`src/rtl/pipe_hazard_ctrl_if.sv`:
```
`default_nettype none
// ============================================================================
//  Module      : pipe_hazard_ctrl_if
//  Description : Pipeline-to-hazard-controller bundle. Stage-register status
//                flows toward the controller. Stall, flush, forwarding and
//                redirect controls flow back to the pipeline.
//  Revision    : 1.0 - initial release
// ============================================================================
interface pipe_hazard_ctrl_if;
    // IF/ID view
    logic [4:0]  id_rs1;
    logic [4:0]  id_rs2;
    logic        id_use_rs1;
    logic        id_use_rs2;
    // ID/EX view
    logic [4:0]  ex_rs1;
    logic [4:0]  ex_rs2;
    logic [4:0]  ex_rd;
    logic        ex_memRead;
    // EX/MEM view
    logic [4:0]  mem_rd;
    logic        mem_regWrite;
    logic        mem_memRead;
    logic        mem_memWrite;
    logic        mem_branch;
    logic        mem_jump;
    logic        mem_jump_return;
    logic        mem_zero;
    logic        mem_lt_zero;
    logic [1:0]  mem_bType;
    logic [31:0] mem_branch_destination;
    logic [31:0] mem_ALU_result;
    // MEM/WB view
    logic [4:0]  wb_rd;
    logic        wb_regWrite;
    // data memory handshake
    logic        dmem_ready;
    // controls back into the pipeline
    logic        pc_write;
    logic        if_id_write;
    logic        id_ex_write;
    logic        ex_mem_write;
    logic        mem_wb_write;
    logic        if_id_flush;
    logic        id_ex_flush;
    logic        ex_mem_flush;
    logic        redirect;
    logic [31:0] redirect_pc;
    logic [1:0]  forward_a;
    logic [1:0]  forward_b;

    // Pipeline side: drives stage status, consumes controls
    modport master (
        output id_rs1, id_rs2, id_use_rs1, id_use_rs2,
        output ex_rs1, ex_rs2, ex_rd, ex_memRead,
        output mem_rd, mem_regWrite, mem_memRead, mem_memWrite,
        output mem_branch, mem_jump, mem_jump_return, mem_zero, mem_lt_zero,
        output mem_bType, mem_branch_destination, mem_ALU_result,
        output wb_rd, wb_regWrite, dmem_ready,
        input  pc_write, if_id_write, id_ex_write, ex_mem_write, mem_wb_write,
        input  if_id_flush, id_ex_flush, ex_mem_flush,
        input  redirect, redirect_pc, forward_a, forward_b
    );

    // Controller side
    modport slave (
        input  id_rs1, id_rs2, id_use_rs1, id_use_rs2,
        input  ex_rs1, ex_rs2, ex_rd, ex_memRead,
        input  mem_rd, mem_regWrite, mem_memRead, mem_memWrite,
        input  mem_branch, mem_jump, mem_jump_return, mem_zero, mem_lt_zero,
        input  mem_bType, mem_branch_destination, mem_ALU_result,
        input  wb_rd, wb_regWrite, dmem_ready,
        output pc_write, if_id_write, id_ex_write, ex_mem_write, mem_wb_write,
        output if_id_flush, id_ex_flush, ex_mem_flush,
        output redirect, redirect_pc, forward_a, forward_b
    );
endinterface
`default_nettype wire

```
`src/rtl/pipe_hazard_ctrl.sv`:
```
`default_nettype none
// ============================================================================
//  Module      : pipe_hazard_ctrl
//  Description : Backward control for a 5-stage RISC-V pipeline. It handles
//                load-use stalls, taken branch/jump redirects resolved in MEM,
//                data-memory wait freeze and operand forwarding. It also keeps
//                saturating stall and flush counters and a sticky wait-timeout
//                flag.
//  Revision    : 1.0 - initial release
// ============================================================================
module pipe_hazard_ctrl #(
    parameter int CNT_W    = 16,
    parameter int WAIT_MAX = 255
) (
    input  logic                 clk,
    input  logic                 rst_n,
    pipe_hazard_ctrl_if.slave    hz,
    output logic [CNT_W-1:0]     stall_cnt,
    output logic [CNT_W-1:0]     flush_cnt,
    output logic                 wait_err
);

    localparam logic [CNT_W-1:0] c_CNT_MAX  = {CNT_W{1'b1}};
    localparam int               c_WCNT_W   = (WAIT_MAX < 2) ? 1 : $clog2(WAIT_MAX + 1);
    localparam logic [c_WCNT_W-1:0] c_WAIT_MAX = WAIT_MAX[c_WCNT_W-1:0];

    typedef enum logic [1:0] {
        ST_RUN   = 2'd0,
        ST_STALL = 2'd1,
        ST_WAIT  = 2'd2,
        ST_FLUSH = 2'd3
    } state_t;

    state_t                r_state;
    state_t                w_next;

    logic                  w_cond;
    logic                  w_taken;
    logic                  w_taken_eff;
    logic                  w_lu;
    logic                  w_mw;
    logic [31:0]           w_jalr_tgt;

    logic                  w_pc_write;
    logic                  w_if_id_write;
    logic                  w_id_ex_write;
    logic                  w_ex_mem_write;
    logic                  w_mem_wb_write;
    logic                  w_if_id_flush;
    logic                  w_id_ex_flush;
    logic                  w_ex_mem_flush;
    logic                  w_redirect;
    logic                  w_lu_stall;

    logic [CNT_W-1:0]      r_stall_cnt;
    logic [CNT_W-1:0]      r_flush_cnt;
    logic [c_WCNT_W-1:0]   r_wait_cnt;
    logic                  r_wait_err;

    logic [4:0]            w_ex_src [2];
    logic [1:0]            w_fwd    [2];

    // ------------------------------------------------------------------
    // Hazard detection
    // ------------------------------------------------------------------
    // Branch condition selected by the branch type in EX/MEM
    always_comb begin
        w_cond = 1'b0;
        case (hz.mem_bType)
            2'b00:   w_cond =  hz.mem_zero;
            2'b01:   w_cond = ~hz.mem_zero;
            2'b10:   w_cond =  hz.mem_lt_zero;
            default: w_cond = ~hz.mem_lt_zero;
        endcase
    end

    assign w_taken     = hz.mem_jump | (hz.mem_branch & w_cond);
    // EX/MEM holds a squashed slot right after a redirect, so its taken is stale
    assign w_taken_eff = w_taken & (r_state != ST_FLUSH);

    assign w_lu = hz.ex_memRead && (hz.ex_rd != 5'd0) &&
                  ((hz.id_use_rs1 && (hz.id_rs1 == hz.ex_rd)) ||
                   (hz.id_use_rs2 && (hz.id_rs2 == hz.ex_rd)));

    assign w_mw = (hz.mem_memRead | hz.mem_memWrite) & ~hz.dmem_ready;

    // jalr clears bit 0 of the computed target
    assign w_jalr_tgt = hz.mem_ALU_result & ~32'h0000_0001;

    assign hz.redirect_pc = hz.mem_jump_return ? w_jalr_tgt : hz.mem_branch_destination;

    // ------------------------------------------------------------------
    // Control FSM
    // ------------------------------------------------------------------
    // State register
    always_ff @(posedge clk or negedge rst_n) begin
        if (!rst_n) begin
            r_state <= ST_RUN;
        end else begin
            r_state <= w_next;
        end
    end

    // Prioritised control decode and next state: wait > redirect > load-use
    always_comb begin
        w_pc_write     = 1'b1;
        w_if_id_write  = 1'b1;
        w_id_ex_write  = 1'b1;
        w_ex_mem_write = 1'b1;
        w_mem_wb_write = 1'b1;
        w_if_id_flush  = 1'b0;
        w_id_ex_flush  = 1'b0;
        w_ex_mem_flush = 1'b0;
        w_redirect     = 1'b0;
        w_lu_stall     = 1'b0;
        w_next         = ST_RUN;
        if (w_mw) begin
            // freeze every stage until memory answers
            w_pc_write     = 1'b0;
            w_if_id_write  = 1'b0;
            w_id_ex_write  = 1'b0;
            w_ex_mem_write = 1'b0;
            w_mem_wb_write = 1'b0;
            w_next         = ST_WAIT;
        end else if (w_taken_eff) begin
            w_redirect     = 1'b1;
            w_if_id_flush  = 1'b1;
            w_id_ex_flush  = 1'b1;
            w_ex_mem_flush = 1'b1;
            w_next         = ST_FLUSH;
        end else if (w_lu) begin
            // hold the consumer in ID, insert a bubble behind the load
            w_pc_write     = 1'b0;
            w_if_id_write  = 1'b0;
            w_id_ex_flush  = 1'b1;
            w_lu_stall     = 1'b1;
            w_next         = ST_STALL;
        end
    end

    assign hz.pc_write     = w_pc_write;
    assign hz.if_id_write  = w_if_id_write;
    assign hz.id_ex_write  = w_id_ex_write;
    assign hz.ex_mem_write = w_ex_mem_write;
    assign hz.mem_wb_write = w_mem_wb_write;
    assign hz.if_id_flush  = w_if_id_flush;
    assign hz.id_ex_flush  = w_id_ex_flush;
    assign hz.ex_mem_flush = w_ex_mem_flush;
    assign hz.redirect     = w_redirect;

    // ------------------------------------------------------------------
    // Performance counters
    // ------------------------------------------------------------------
    // Saturating counts of load-use stall cycles and redirect cycles
    always_ff @(posedge clk or negedge rst_n) begin
        if (!rst_n) begin
            r_stall_cnt <= '0;
            r_flush_cnt <= '0;
        end else begin
            if (w_lu_stall && (r_stall_cnt != c_CNT_MAX)) begin
                r_stall_cnt <= r_stall_cnt + CNT_W'(1);
            end
            if (w_redirect && (r_flush_cnt != c_CNT_MAX)) begin
                r_flush_cnt <= r_flush_cnt + CNT_W'(1);
            end
        end
    end

    assign stall_cnt = r_stall_cnt;
    assign flush_cnt = r_flush_cnt;

    // ------------------------------------------------------------------
    // Memory wait watchdog
    // ------------------------------------------------------------------
    // r_wait_cnt holds the number of completed wait cycles before the current one
    always_ff @(posedge clk or negedge rst_n) begin
        if (!rst_n) begin
            r_wait_cnt <= '0;
            r_wait_err <= 1'b0;
        end else if (w_mw) begin
            if (r_state != ST_WAIT) begin
                r_wait_cnt <= c_WCNT_W'(1);
            end else begin
                if (r_wait_cnt != c_WAIT_MAX) begin
                    r_wait_cnt <= r_wait_cnt + c_WCNT_W'(1);
                end
                if (r_wait_cnt >= c_WAIT_MAX) begin
                    r_wait_err <= 1'b1;
                end
            end
        end
    end

    assign wait_err = r_wait_err;

    // ------------------------------------------------------------------
    // Forwarding (independent of FSM state)
    // ------------------------------------------------------------------
    assign w_ex_src[0] = hz.ex_rs1;
    assign w_ex_src[1] = hz.ex_rs2;

    generate
        for (genvar gi = 0; gi < 2; gi++) begin : g_fwd
            // EX/MEM result is younger than MEM/WB data, so it wins
            assign w_fwd[gi] =
                (hz.mem_regWrite && (hz.mem_rd != 5'd0) && (hz.mem_rd == w_ex_src[gi])) ? 2'b10 :
                (hz.wb_regWrite  && (hz.wb_rd  != 5'd0) && (hz.wb_rd  == w_ex_src[gi])) ? 2'b01 :
                                                                                         2'b00;
        end
    endgenerate

    assign hz.forward_a = w_fwd[0];
    assign hz.forward_b = w_fwd[1];

endmodule
`default_nettype wire

```
`src/flat_wrapper.sv`:
```
// flat-port wrapper written by rule: the top's interface ports become plain ports
module pipe_hazard_ctrl_flat 
#(
    parameter int CNT_W    = 16,
    parameter int WAIT_MAX = 255
)
  (clk, rst_n, stall_cnt, flush_cnt, wait_err, hz_id_rs1, hz_id_rs2, hz_id_use_rs1, hz_id_use_rs2, hz_ex_rs1, hz_ex_rs2, hz_ex_rd, hz_ex_memRead, hz_mem_rd, hz_mem_regWrite, hz_mem_memRead, hz_mem_memWrite, hz_mem_branch, hz_mem_jump, hz_mem_jump_return, hz_mem_zero, hz_mem_lt_zero, hz_mem_bType, hz_mem_branch_destination, hz_mem_ALU_result, hz_wb_rd, hz_wb_regWrite, hz_dmem_ready, hz_pc_write, hz_if_id_write, hz_id_ex_write, hz_ex_mem_write, hz_mem_wb_write, hz_if_id_flush, hz_id_ex_flush, hz_ex_mem_flush, hz_redirect, hz_redirect_pc, hz_forward_a, hz_forward_b);
  pipe_hazard_ctrl_if hz_i ();
  input  logic clk;
  input  logic rst_n;
  output logic [CNT_W-1:0] stall_cnt;
  output logic [CNT_W-1:0] flush_cnt;
  output logic wait_err;
  input wire logic [$bits(hz_i.id_rs1)-1:0] hz_id_rs1;
  input wire logic [$bits(hz_i.id_rs2)-1:0] hz_id_rs2;
  input wire logic [$bits(hz_i.id_use_rs1)-1:0] hz_id_use_rs1;
  input wire logic [$bits(hz_i.id_use_rs2)-1:0] hz_id_use_rs2;
  input wire logic [$bits(hz_i.ex_rs1)-1:0] hz_ex_rs1;
  input wire logic [$bits(hz_i.ex_rs2)-1:0] hz_ex_rs2;
  input wire logic [$bits(hz_i.ex_rd)-1:0] hz_ex_rd;
  input wire logic [$bits(hz_i.ex_memRead)-1:0] hz_ex_memRead;
  input wire logic [$bits(hz_i.mem_rd)-1:0] hz_mem_rd;
  input wire logic [$bits(hz_i.mem_regWrite)-1:0] hz_mem_regWrite;
  input wire logic [$bits(hz_i.mem_memRead)-1:0] hz_mem_memRead;
  input wire logic [$bits(hz_i.mem_memWrite)-1:0] hz_mem_memWrite;
  input wire logic [$bits(hz_i.mem_branch)-1:0] hz_mem_branch;
  input wire logic [$bits(hz_i.mem_jump)-1:0] hz_mem_jump;
  input wire logic [$bits(hz_i.mem_jump_return)-1:0] hz_mem_jump_return;
  input wire logic [$bits(hz_i.mem_zero)-1:0] hz_mem_zero;
  input wire logic [$bits(hz_i.mem_lt_zero)-1:0] hz_mem_lt_zero;
  input wire logic [$bits(hz_i.mem_bType)-1:0] hz_mem_bType;
  input wire logic [$bits(hz_i.mem_branch_destination)-1:0] hz_mem_branch_destination;
  input wire logic [$bits(hz_i.mem_ALU_result)-1:0] hz_mem_ALU_result;
  input wire logic [$bits(hz_i.wb_rd)-1:0] hz_wb_rd;
  input wire logic [$bits(hz_i.wb_regWrite)-1:0] hz_wb_regWrite;
  input wire logic [$bits(hz_i.dmem_ready)-1:0] hz_dmem_ready;
  output wire logic [$bits(hz_i.pc_write)-1:0] hz_pc_write;
  output wire logic [$bits(hz_i.if_id_write)-1:0] hz_if_id_write;
  output wire logic [$bits(hz_i.id_ex_write)-1:0] hz_id_ex_write;
  output wire logic [$bits(hz_i.ex_mem_write)-1:0] hz_ex_mem_write;
  output wire logic [$bits(hz_i.mem_wb_write)-1:0] hz_mem_wb_write;
  output wire logic [$bits(hz_i.if_id_flush)-1:0] hz_if_id_flush;
  output wire logic [$bits(hz_i.id_ex_flush)-1:0] hz_id_ex_flush;
  output wire logic [$bits(hz_i.ex_mem_flush)-1:0] hz_ex_mem_flush;
  output wire logic [$bits(hz_i.redirect)-1:0] hz_redirect;
  output wire logic [$bits(hz_i.redirect_pc)-1:0] hz_redirect_pc;
  output wire logic [$bits(hz_i.forward_a)-1:0] hz_forward_a;
  output wire logic [$bits(hz_i.forward_b)-1:0] hz_forward_b;
  assign hz_i.id_rs1 = hz_id_rs1;
  assign hz_i.id_rs2 = hz_id_rs2;
  assign hz_i.id_use_rs1 = hz_id_use_rs1;
  assign hz_i.id_use_rs2 = hz_id_use_rs2;
  assign hz_i.ex_rs1 = hz_ex_rs1;
  assign hz_i.ex_rs2 = hz_ex_rs2;
  assign hz_i.ex_rd = hz_ex_rd;
  assign hz_i.ex_memRead = hz_ex_memRead;
  assign hz_i.mem_rd = hz_mem_rd;
  assign hz_i.mem_regWrite = hz_mem_regWrite;
  assign hz_i.mem_memRead = hz_mem_memRead;
  assign hz_i.mem_memWrite = hz_mem_memWrite;
  assign hz_i.mem_branch = hz_mem_branch;
  assign hz_i.mem_jump = hz_mem_jump;
  assign hz_i.mem_jump_return = hz_mem_jump_return;
  assign hz_i.mem_zero = hz_mem_zero;
  assign hz_i.mem_lt_zero = hz_mem_lt_zero;
  assign hz_i.mem_bType = hz_mem_bType;
  assign hz_i.mem_branch_destination = hz_mem_branch_destination;
  assign hz_i.mem_ALU_result = hz_mem_ALU_result;
  assign hz_i.wb_rd = hz_wb_rd;
  assign hz_i.wb_regWrite = hz_wb_regWrite;
  assign hz_i.dmem_ready = hz_dmem_ready;
  assign hz_pc_write = hz_i.pc_write;
  assign hz_if_id_write = hz_i.if_id_write;
  assign hz_id_ex_write = hz_i.id_ex_write;
  assign hz_ex_mem_write = hz_i.ex_mem_write;
  assign hz_mem_wb_write = hz_i.mem_wb_write;
  assign hz_if_id_flush = hz_i.if_id_flush;
  assign hz_id_ex_flush = hz_i.id_ex_flush;
  assign hz_ex_mem_flush = hz_i.ex_mem_flush;
  assign hz_redirect = hz_i.redirect;
  assign hz_redirect_pc = hz_i.redirect_pc;
  assign hz_forward_a = hz_i.forward_a;
  assign hz_forward_b = hz_i.forward_b;
  pipe_hazard_ctrl #(.CNT_W(CNT_W), .WAIT_MAX(WAIT_MAX)) u_core (.clk(clk), .rst_n(rst_n), .hz(hz_i), .stall_cnt(stall_cnt), .flush_cnt(flush_cnt), .wait_err(wait_err));
endmodule
```
`config.mk`:
```
export PLATFORM = sky130hd
export DESIGN_NAME = pipe_hazard_ctrl_flat
export DESIGN_NICKNAME = d
export VERILOG_FILES = /design/src/rtl/pipe_hazard_ctrl_if.sv /design/src/rtl/pipe_hazard_ctrl.sv /design/src/flat_wrapper.sv
export SDC_FILE = /design/constraint.sdc
export NUM_CORES = 1
export LEC_CHECK = 0
export BUFFER_PORTS_ARGS = -buffer_cell sky130_fd_sc_hd__buf_2
export CORE_MARGIN = 3
export CORE_UTILIZATION = 35
export DETAILED_ROUTE_END_ITERATION = 12
export GPL_TIMING_DRIVEN = 0
export PLACE_DENSITY = 0.67
export RECOVER_POWER = 100
export SLEW_MARGIN = 10
export SYNTH_ARGS = -nofsm -noshare
export SYNTH_HDL_FRONTEND = slang
export SYNTH_SLANG_ARGS = --single-unit
```
`constraint.sdc`:
```
create_clock -name clk -period 2.5 [get_ports clk]
set_input_delay 0.5 -clock clk [delete_from_list [all_inputs] [get_ports clk]]
set_output_delay 0.5 -clock clk [all_outputs]
set_load 0.05 [all_outputs]
```
==> impl_metrics.tcl, run 1 <==
set metrics [dict create \
    nets 608 \
    grt_pass1_vias 2943 \
    ioPinCount 194 \
    fp.dieArea_mm2 0.00938 \
    cts_tree "done" \
    die_w_um 96.8 \
    crit_buf_inv 2 \
    synthFlopType "dfrtp_1" \
    fin_crit_ps 2440 \
    initial_utilization_pct 36.8 \
    powerDensity_mw_per_mm2 536 \
    ys_seq_area_share_pct 37.3 \
    place_congestion 0.941 \
    cts_buffer_depth 2 \
    firstDrtPassIters 4 \
    wl_per_cell_um 14.4 \
    grt-busiest-layer "met2" \
    syn_nets 408 \
    syn_to_final_growth_pct 42.3 \
    path_cells "buf_2 -> or4_4 -> or2_2 -> nand3_1 -> a21oi_1 -> clkbuf_2" \
    numPortBuffers 191 \
    fmax_mhz 410 \
    hpwl_um 7050 \
    syn-cell-area_mm2 0.00289 \
    p_leak_nw 1.96 \
    timing.rr.start "u_core.flush_cnt[0]$_DFFE_PN0P_" \
    use_met2_pct 29.1 \
    cts_root_buf "clkbuf_8" \
    drv_cap 0 \
    cp_slowest_cell "or4_4" \
    clock-skew-final_ps 2.90 \
    synth-async-reset-ratio_pct 100 \
    num-fill-cells 797 \
    synth_cell_type_count 40 \
    worstMarginPinSlew_ps 1080 \
    cts_buffers 5 \
    setup-violations-final 0 \
    fin_ws_ps 60.0 \
    row_count 32 \
    drt_iter0_markers 66 \
    finalMaxSlewViolations 0 \
    power.total_mw 2.20 \
    slowest_delay_ps 530 \
    met1_usage_pct 23.1 \
    clk_latency_ps 280 \
    ys_ff_latch 43 \
    grt_max_degree 44 \
    hold_viol 0 \
    setup-tns-final_ps 0 \
    antenna_found_initial 0 \
    synth-edff-count 0 \
    core_area_mm2 0.00785 \
    crit_required_ps 2000 \
    clkTransAtPathRegs_ps 70 \
    drc 0 \
    n_antenna_cell 0 \
    h-tree-depth 2 \
    arrival_ps 1940 \
    use_met3_pct 4.04 \
    syn_area_per_cell_um2 9.99 \
    dpl_worst_slack_ps -52.8 \
    cp.depth 6 \
    cp-start-kind "input pin" \
    hold_class "input pin to async pin" \
    max_slew_margin_pct 28.1 \
    die_y_um 96.8 \
    finalCritPeriodShare_pct 97.6 \
    grtUsageTotal_pct 17.4 \
    clock-sinks 43 \
    crit_start "hz_ex_rd[0]" \
    synth_warnings 0 \
    routed_wl_um 8510 \
    rr_worst_depth 7 \
    grt_pass1_wl_um 13800 \
    via_per_inst 4.88 \
    path_class "input pin to output pin" \
    grt_overflow_total 0 \
    status "finished clean" \
    drive_gt1_share_pct 44.1 \
    postCtsHoldBufs 0 \
    vias 2878 \
    cp-end-kind "output pin" \
    critical_path.top_delay_family "simple AND/OR/NAND/NOR gates" \
    synthCells 289 \
    ant_nets 0 \
    crit_path_max_fanout 3 \
    peakVddDrop_mv 0.347 \
]
metal layers:
| layer | wire [um] | vias up |
|---|---|---|
| li1 | - | 1423 |
| met1 | 3820 | 1351 |
| met2 | 4150 | 94 |
| met3 | 447 | 10 |
| met4 | 91 | 0 |
| met5 | 0 | - |
where the power goes:
group	internal (mW)	leakage (nW)	switching, mW	total (mW)
Clock	0.186	0.0371	0.216	0.402
Combinational	0.286	1.34	0.655	0.942
Sequential	0.773	0.580	0.0864	0.860
Total	1.25	1.96	0.957	2.20
cell families (layout without fill, tap and decap cells):
group | Yosys count | in the layout | synth area share [%]
muxes | 36 | 36 | 14.1
adders and majority gates | 3 | 3 | 1.30
buffers and inverters | 17 | 216 | 3.21
xor gates and xnor gates | 62 | 62 | 18.8
and+or+nand+nor | 107 | 107 | 20.0
AOI/OAI and AO/OA | 21 | 21 | 5.33
DFF | 43 | 43 | 37.3
final cells by class:
class	instances	area, um^2	share of cell area, %
Sequential cell	43	1080	26.2
Clock buffer	6	72.6	1.77
Multi-Input combinational cell	229	1810	44.1
Buffer	12	66.3	1.61
Timing Repair Buffer	193	937	22.8
Tap cell	102	128	3.11
Inverter	5	18.8	0.457
flip-flops by register name (all words and copies together) (netlist names):
name	flops
u_core.flush_cnt	16
u_core.r_wait_cnt	8
u_core.stall_cnt	16
u_core.wait_err	1
u_core.r_state	2
through the flow:
step	instances	util [%]	instance area (um^2)	hold slack [ps]
2_1_floorplan	289	-	2970	204
3_3_place_gp	582	51.7	4050	444
3_5_place_dp	582	51.7	4050	450
4_1_cts	588	52.7	4140	398
5_1_grt	590	52.4	4110	485
6_report	590	52.4	4110	400
path summary, 6_finish.rpt:
kind | end | slack, ps
min in group clk | u_core.wait_err$_DFFE_PN0P_ | 470
max in group asynchronous | u_core.stall_cnt[14]$_DFFE_PN0P_ | 1440
worst min register to register | u_core.wait_err$_DFFE_PN0P_ | 470
worst max-delay path | hz_id_ex_flush | 60
worst max register to register | u_core.flush_cnt[13]$_DFFE_PN0P_ | 310
worst min-delay path | u_core.r_state[0]$_DFF_PN0_ | 400
what timing repair did:
action	in CTS	in global routing
pin swaps	0	4
setup buffers	0	2
cloned	0	0
endpoints found under the setup margin	3	7
resized for setup	4	10
hold endpoints to repair	0	0
cells in the mapped netlist (3+ instances only):
| cell | n | share of area, % |
|---|---|---|
| nor2b_1 | 4 | 0.87 |
| inv_1 | 4 | 0.52 |
| or4_1 | 4 | 1.0 |
| nor4_1 | 5 | 1.1 |
| buf_4 | 5 | 1.3 |
| a21oi_1 | 5 | 0.87 |
| ha_1 | 3 | 1.3 |
| mux2_2 | 33 | 13 |
| nand3_1 | 18 | 3.1 |
| and2_1 | 4 | 0.87 |
| xor2_1 | 24 | 7.3 |
| o21ai_0 | 5 | 0.87 |
| nand2_1 | 19 | 2.5 |
| nor2_1 | 16 | 2.1 |
| and3_1 | 11 | 2.4 |
| nand4_1 | 16 | 3.5 |
| a31oi_1 | 3 | 0.65 |
| dfrtp_1 | 43 | 37 |
| xnor2_1 | 38 | 12 |
| buf_1 | 3 | 0.39 |
cell usage in the layout, fill, tap and decap left out, types with 2 or more instances in the layout:
master and count:
clkbuf_8 5, buf_2 118, inv_1 3, nand2b_1 2, buf_4 10, dfrtp_1 43
nand4_1 16, nor4_4 4, ha_1 3, and3_1 11, nor2b_1 4, inv_2 2
or4_4 4, a41oi_1 2, clkbuf_2 33, nor2_1 17, mux2_1 3, a21oi_1 5
and2_1 3, and4_1 2, a31oi_1 3, nand3_1 18, xnor2_1 38, xor2_1 24
o21ai_0 3, clkbuf_1 44, mux2_2 31, nand2_1 19
No activity file was read; power rests on OpenSTA's default activity.
==> inputs of run 2 (changes only) <==
--- a/config.mk
+++ b/config.mk
@@ -7,12 +7,11 @@
 export LEC_CHECK = 0
 export BUFFER_PORTS_ARGS = -buffer_cell sky130_fd_sc_hd__buf_2
 export CORE_MARGIN = 3
-export CORE_UTILIZATION = 35
+export CORE_UTILIZATION = 42
 export DETAILED_ROUTE_END_ITERATION = 12
 export GPL_TIMING_DRIVEN = 0
-export PLACE_DENSITY = 0.67
+export PLACE_DENSITY = 0.79
 export RECOVER_POWER = 100
-export SLEW_MARGIN = 10
 export SYNTH_ARGS = -nofsm -noshare
 export SYNTH_HDL_FRONTEND = slang
 export SYNTH_SLANG_ARGS = --single-unit
==> constraint.sdc (replaced) <==
create_clock -name clk -period 2.4 [get_ports clk]
set_input_delay 0.48 -clock clk [delete_from_list [all_inputs] [get_ports clk]]
set_output_delay 0.48 -clock clk [all_outputs]
set_load 0.05 [all_outputs]
==> impl_metrics.tcl, run 2 (synthesis results as in run 1) <==
set metrics [dict create \
    status "finished clean" \
    slowest_delay_ps 570 \
    cp-end-kind "output pin" \
    crit_buf_inv 2 \
    initial_utilization_pct 44.5 \
    max_slew_margin_pct 29.5 \
    ioPinCount 194 \
    clock-skew-final_ps 9.27 \
    final_cell_mix "119 x buf_2, 43 x clkbuf_1, 43 x dfrtp_1" \
    clock-sinks 43 \
    drc 0 \
    fin_crit_ps 2350 \
    clkTransAtPathRegs_ps 80 \
    path_cells "buf_2 -> or4_1 -> o21ai_0 -> or4_4 -> nor4_4 -> buf_6" \
    arrival_ps 1870 \
    mostFrequentLayoutCell "buf_2" \
    drv_cap 0 \
    firstDrtPassIters 4 \
    ant_nets 0 \
    holdWs_ps 377 \
    critical_path.top_delay_family "simple AND/OR/NAND/NOR gates" \
    grt_pass1_vias 2678 \
    seqCellArea_mm2 0.00108 \
    hold_class "input pin to async pin" \
    setup-violations-final 0 \
    crit_path_max_fanout 3 \
    cp_slowest_cell "or4_4" \
    antenna_found_initial 0 \
    grt_setup_unrepaired "true" \
    rr_worst_depth 7 \
    drive_gt1_share_pct 45.1 \
    fin_ws_ps 45.4 \
    wl_per_cell_um 14.7 \
    grt_pass1_wl_um 12100 \
    finalMaxSlewViolations 0 \
    hold_viol 0 \
    crit_required_ps 1920 \
    path_class "input pin to output pin" \
    die_w_um 88.9 \
    h-tree-depth 2 \
    cts_buffer_depth 2 \
    fp.dieArea_mm2 0.00791 \
    row_count 29 \
    grt_max_degree 44 \
    n_antenna_cell 0 \
    drt_iter0_markers 146 \
    p_leak_nw 1.97 \
    die_y_um 88.9 \
    cp-start-kind "input pin" \
    routed_wl_um 8320 \
    postCtsHoldBufs 0 \
    dpl_worst_slack_ps -54.0 \
    num-fill-cells 579 \
    cp.depth 6 \
    numPortBuffers 191 \
    fmax_mhz 425 \
    grtUsageTotal_pct 18.9 \
    place_congestion 0.860 \
    hpwl_um 6890 \
    worstMarginPinSlew_ps 1060 \
    via_per_inst 5.09 \
    clk_latency_ps 280 \
    peakVddDrop_mv 0.384 \
    cts_root_buf "clkbuf_8" \
    grt_overflow_total 0 \
    powerDensity_mw_per_mm2 585 \
    cts_tree "done" \
    nets 607 \
    syn_to_final_growth_pct 42.6 \
    vias 2874 \
    cts_buffers 5 \
    finalCritPeriodShare_pct 98.1 \
    core_area_mm2 0.00649 \
    multiInputGateArea_mm2 0.00183 \
]
## run 2: what timing repair did
item | in CTS | in global routing
buffers inserted | 0 | 1
setup endpoints to repair | 3 | 6
gates resized for setup | 3 | 8
pin swaps | 0 | 1
## run 2: report_power, final
group	switching, mW	internal [mW]
Combinational	0.681	0.302
Sequential	0.0935	0.806
Clock	0.221	0.305
Total	0.995	1.41
## run 2: area by class of cell
cell class / count / area share, %
flip-flops and latches: 43 / 26.1
clock inverters: 1 / 0.729
inverters: 5 / 0.456
well taps: 77 / 2.34
clock buffers: 6 / 1.76
plain buffers: 12 / 1.67
repair buffers: 192 / 22.6
multi-input cells: 229 / 44.3
## run 2: per-layer routing
| layer | track usage [%] | wire length [um] |
|---|---|---|
| met2 | 31.9 | 4180 |
| met5 | 0 | 0 |
| met3 | 3.87 | 525 |
| met4 | 2.88 | 36 |
| met1 | 25.7 | 3580 |
## run 2: metrics by stage
stage	cell area [um^2]	util, %	setup TNS, ps	total power [mW]	std cells
after floorplan	2990	-	-3.99	1.60	289
after global placement	4040	62.3	-41.9	1.89	557
after detailed placement	4040	62.3	-107	1.91	557
after CTS	4160	64.0	0	2.44	564
after global routing	4120	63.4	-12.8	2.52	565
final	4120	63.4	0	2.41	565
## run 2: final timing paths
kind	from	to	slack [ps]
setup / recovery	hz_wb_rd[3]	hz_forward_b[0]	50
min in group clk	u_core.wait_err$_DFFE_PN0P_	u_core.wait_err$_DFFE_PN0P_	480
setup reg to reg	u_core.flush_cnt[0]$_DFFE_PN0P_	u_core.flush_cnt[11]$_DFFE_PN0P_	230
hold / removal	rst_n	u_core.wait_err$_DFFE_PN0P_	380
max in group asynchronous	rst_n	u_core.flush_cnt[7]$_DFFE_PN0P_	1380
hold reg to reg	u_core.wait_err$_DFFE_PN0P_	u_core.wait_err$_DFFE_PN0P_	480
==> inputs of run 3 (changes only) <==
--- a/config.mk
+++ b/config.mk
@@ -6,12 +6,13 @@
 export NUM_CORES = 1
 export LEC_CHECK = 0
 export BUFFER_PORTS_ARGS = -buffer_cell sky130_fd_sc_hd__buf_2
-export CORE_MARGIN = 3
-export CORE_UTILIZATION = 42
+export CORE_MARGIN = 2
+export CORE_UTILIZATION = 46
 export DETAILED_ROUTE_END_ITERATION = 12
 export GPL_TIMING_DRIVEN = 0
-export PLACE_DENSITY = 0.79
+export PLACE_DENSITY = 0.85
 export RECOVER_POWER = 100
+export REMOVE_ABC_BUFFERS = 1
 export SYNTH_ARGS = -nofsm -noshare
 export SYNTH_HDL_FRONTEND = slang
 export SYNTH_SLANG_ARGS = --single-unit
==> constraint.sdc (replaced) <==
create_clock -name clk -period 2.8 [get_ports clk]
set_input_delay 0.56 -clock clk [delete_from_list [all_inputs] [get_ports clk]]
set_output_delay 0.56 -clock clk [all_outputs]
set_load 0.05 [all_outputs]
==> impl_metrics.tcl, run 3 (synthesis results as in run 1) <==
set metrics [dict create \
    antenna_found_initial 0 \
    clock-sinks 43 \
    ioPinCount 194 \
    drv_cap 1 \
    path_class "input pin to output pin" \
    crit_required_ps 2240 \
    finalCritPeriodShare_pct 96.8 \
    die_y_um 83.2 \
    status "finished with violations" \
    hold_start "u_core.flush_cnt[8]$_DFFE_PN0P_" \
    cts_setup_buffers 0 \
    routed_wl_um 8950 \
    violations "capacitance limit, slew limit" \
    holdWs_ps 495 \
    numPortBuffers 192 \
    fp.dieArea_mm2 0.00693 \
    syn_to_final_growth_pct 34.4 \
    post-route-util_pct 64.8 \
    cts_tree "done" \
    timing.rr.start "u_core.flush_cnt[0]$_DFFE_PN0P_" \
    via_per_inst 5.20 \
    worstMarginPinSlew_ps 2230 \
    place_congestion 0.908 \
    rr_worst_depth 4 \
    wl_per_cell_um 16.2 \
    cts_root_buf "clkbuf_8" \
    grt_pass1_wl_um 14300 \
    rr_endpoint "u_core.flush_cnt[1]$_DFFE_PN0P_" \
    fin_ws_ps 89.6 \
    die_w_um 83.2 \
    critical_path.top_delay_family "simple AND/OR/NAND/NOR gates" \
    nets 595 \
    powerDensity_mw_per_mm2 531 \
    ant_nets 0 \
    peakVddDrop_mv 0.483 \
    core_area_mm2 0.00599 \
    crit_buf_inv 2 \
    fin_crit_ps 2710 \
    crit_path_max_fanout 3 \
    h-tree-depth 2 \
    cts_buffers 5 \
    setup-violations-final 0 \
    cts_buffer_depth 2 \
    dpl_worst_slack_ps 89.4 \
    grt_setup_unrepaired "false" \
    hold_path_end "u_core.flush_cnt[8]$_DFFE_PN0P_" \
    arrival_ps 2150 \
    grt_pass1_vias 2837 \
    final_cell_mix "113 x buf_2, 69 x clkbuf_1, 43 x dfrtp_1" \
    ff2ff_setup_slack_ps 300 \
    hold_viol 0 \
    hpwl_um 7440 \
    drive_gt1_share_pct 35.6 \
    finalMaxSlewViolations 44 \
    initial_utilization_pct 48.2 \
    slowest_delay_ps 540 \
    firstDrtPassIters 5 \
    mostFrequentLayoutCell "buf_2" \
    max_slew_margin_pct -48.4 \
    whs_path_depth 1 \
    cp_slowest_cell "or4_4" \
    postCtsHoldBufs 0 \
    num-fill-cells 539 \
    grtUsageTotal_pct 25.5 \
    cp-end-kind "output pin" \
    hold_class "flip-flop to flip-flop" \
    clkTransAtPathRegs_ps 80 \
    grt_overflow_total 0 \
    cp-start-kind "input pin" \
    n_antenna_cell 0 \
    vias 2871 \
    path_cells "clkbuf_2 -> or4_4 -> or2_2 -> a41oi_1 -> buf_2" \
    drc 0 \
    drt_iter0_markers 111 \
    fmax_mhz 369 \
    row_count 28 \
    clock-skew-final_ps 5.50 \
    grt_max_degree 44 \
    p_leak_nw 1.83 \
    clk_latency_ps 300 \
]
[run 3: metrics by stage]
| stage | cells | setup TNS, ps | total power [mW] | cell area [um^2] |
|---|---|---|---|---|
| 6_report | 552 | 0 | 2.06 | 3880 |
| 5_1_grt | 552 | 0 | 2.17 | 3880 |
| 4_1_cts | 552 | 0 | 2.11 | 3980 |
| 3_5_place_dp | 544 | 0 | 1.62 | 3870 |
| 3_3_place_gp | 544 | 0 | 1.60 | 3870 |
| 2_1_floorplan | 277 | -4840 | 1.33 | 2810 |
[run 3: where the power goes]
| group | internal (mW) | leakage [nW] | switching (mW) | total (mW) |
|---|---|---|---|---|
| logic | 0.230 | 1.19 | 0.577 | 0.808 |
| clock network | 0.266 | 0.0581 | 0.219 | 0.485 |
| registers | 0.690 | 0.580 | 0.0784 | 0.769 |
[run 3: area by class of cell]
cell class              instances  area (um^2)  share of cell area [%]
multi-input cells             229         1700                    43.8
flip-flops and latches         43         1080                    27.7
repair buffers                192          880                    22.7
well taps                      75         93.8                    2.42
clock buffers                   5         68.8                    1.77
clock inverters                 3         43.8                    1.13
inverters                       5         18.8                   0.484
[run 3: worst max path at each step]
stage,startpoint,endpoint,slack (ps),cells after the start
after floorplan,hz_mem_rd[0],hz_forward_a[0],-900,4
after global placement,hz_mem_rd[0],hz_forward_a[0],80,6
after detailed placement,hz_ex_rd[0],hz_pc_write,90,5
after CTS,hz_ex_rd[0],hz_pc_write,90,5
after global routing,hz_mem_rd[0],hz_forward_b[0],7,6
final,hz_ex_rd[0],hz_pc_write,90,5
[run 3: per-layer routing]
layer,share of wire (%),track usage [%]
met5,0,0
met4,1.8,7.30
met3,6.4,4.87
met2,52,46.1
met1,40,30.7
[run 3: timing repair]
| item | 4_1_cts | 5_1_grt |
|---|---|---|
| endpoints found under the hold margin | 0 | 0 |
| resized for setup | 0 | 3 |
| endpoints found under the setup margin | 0 | 2 |
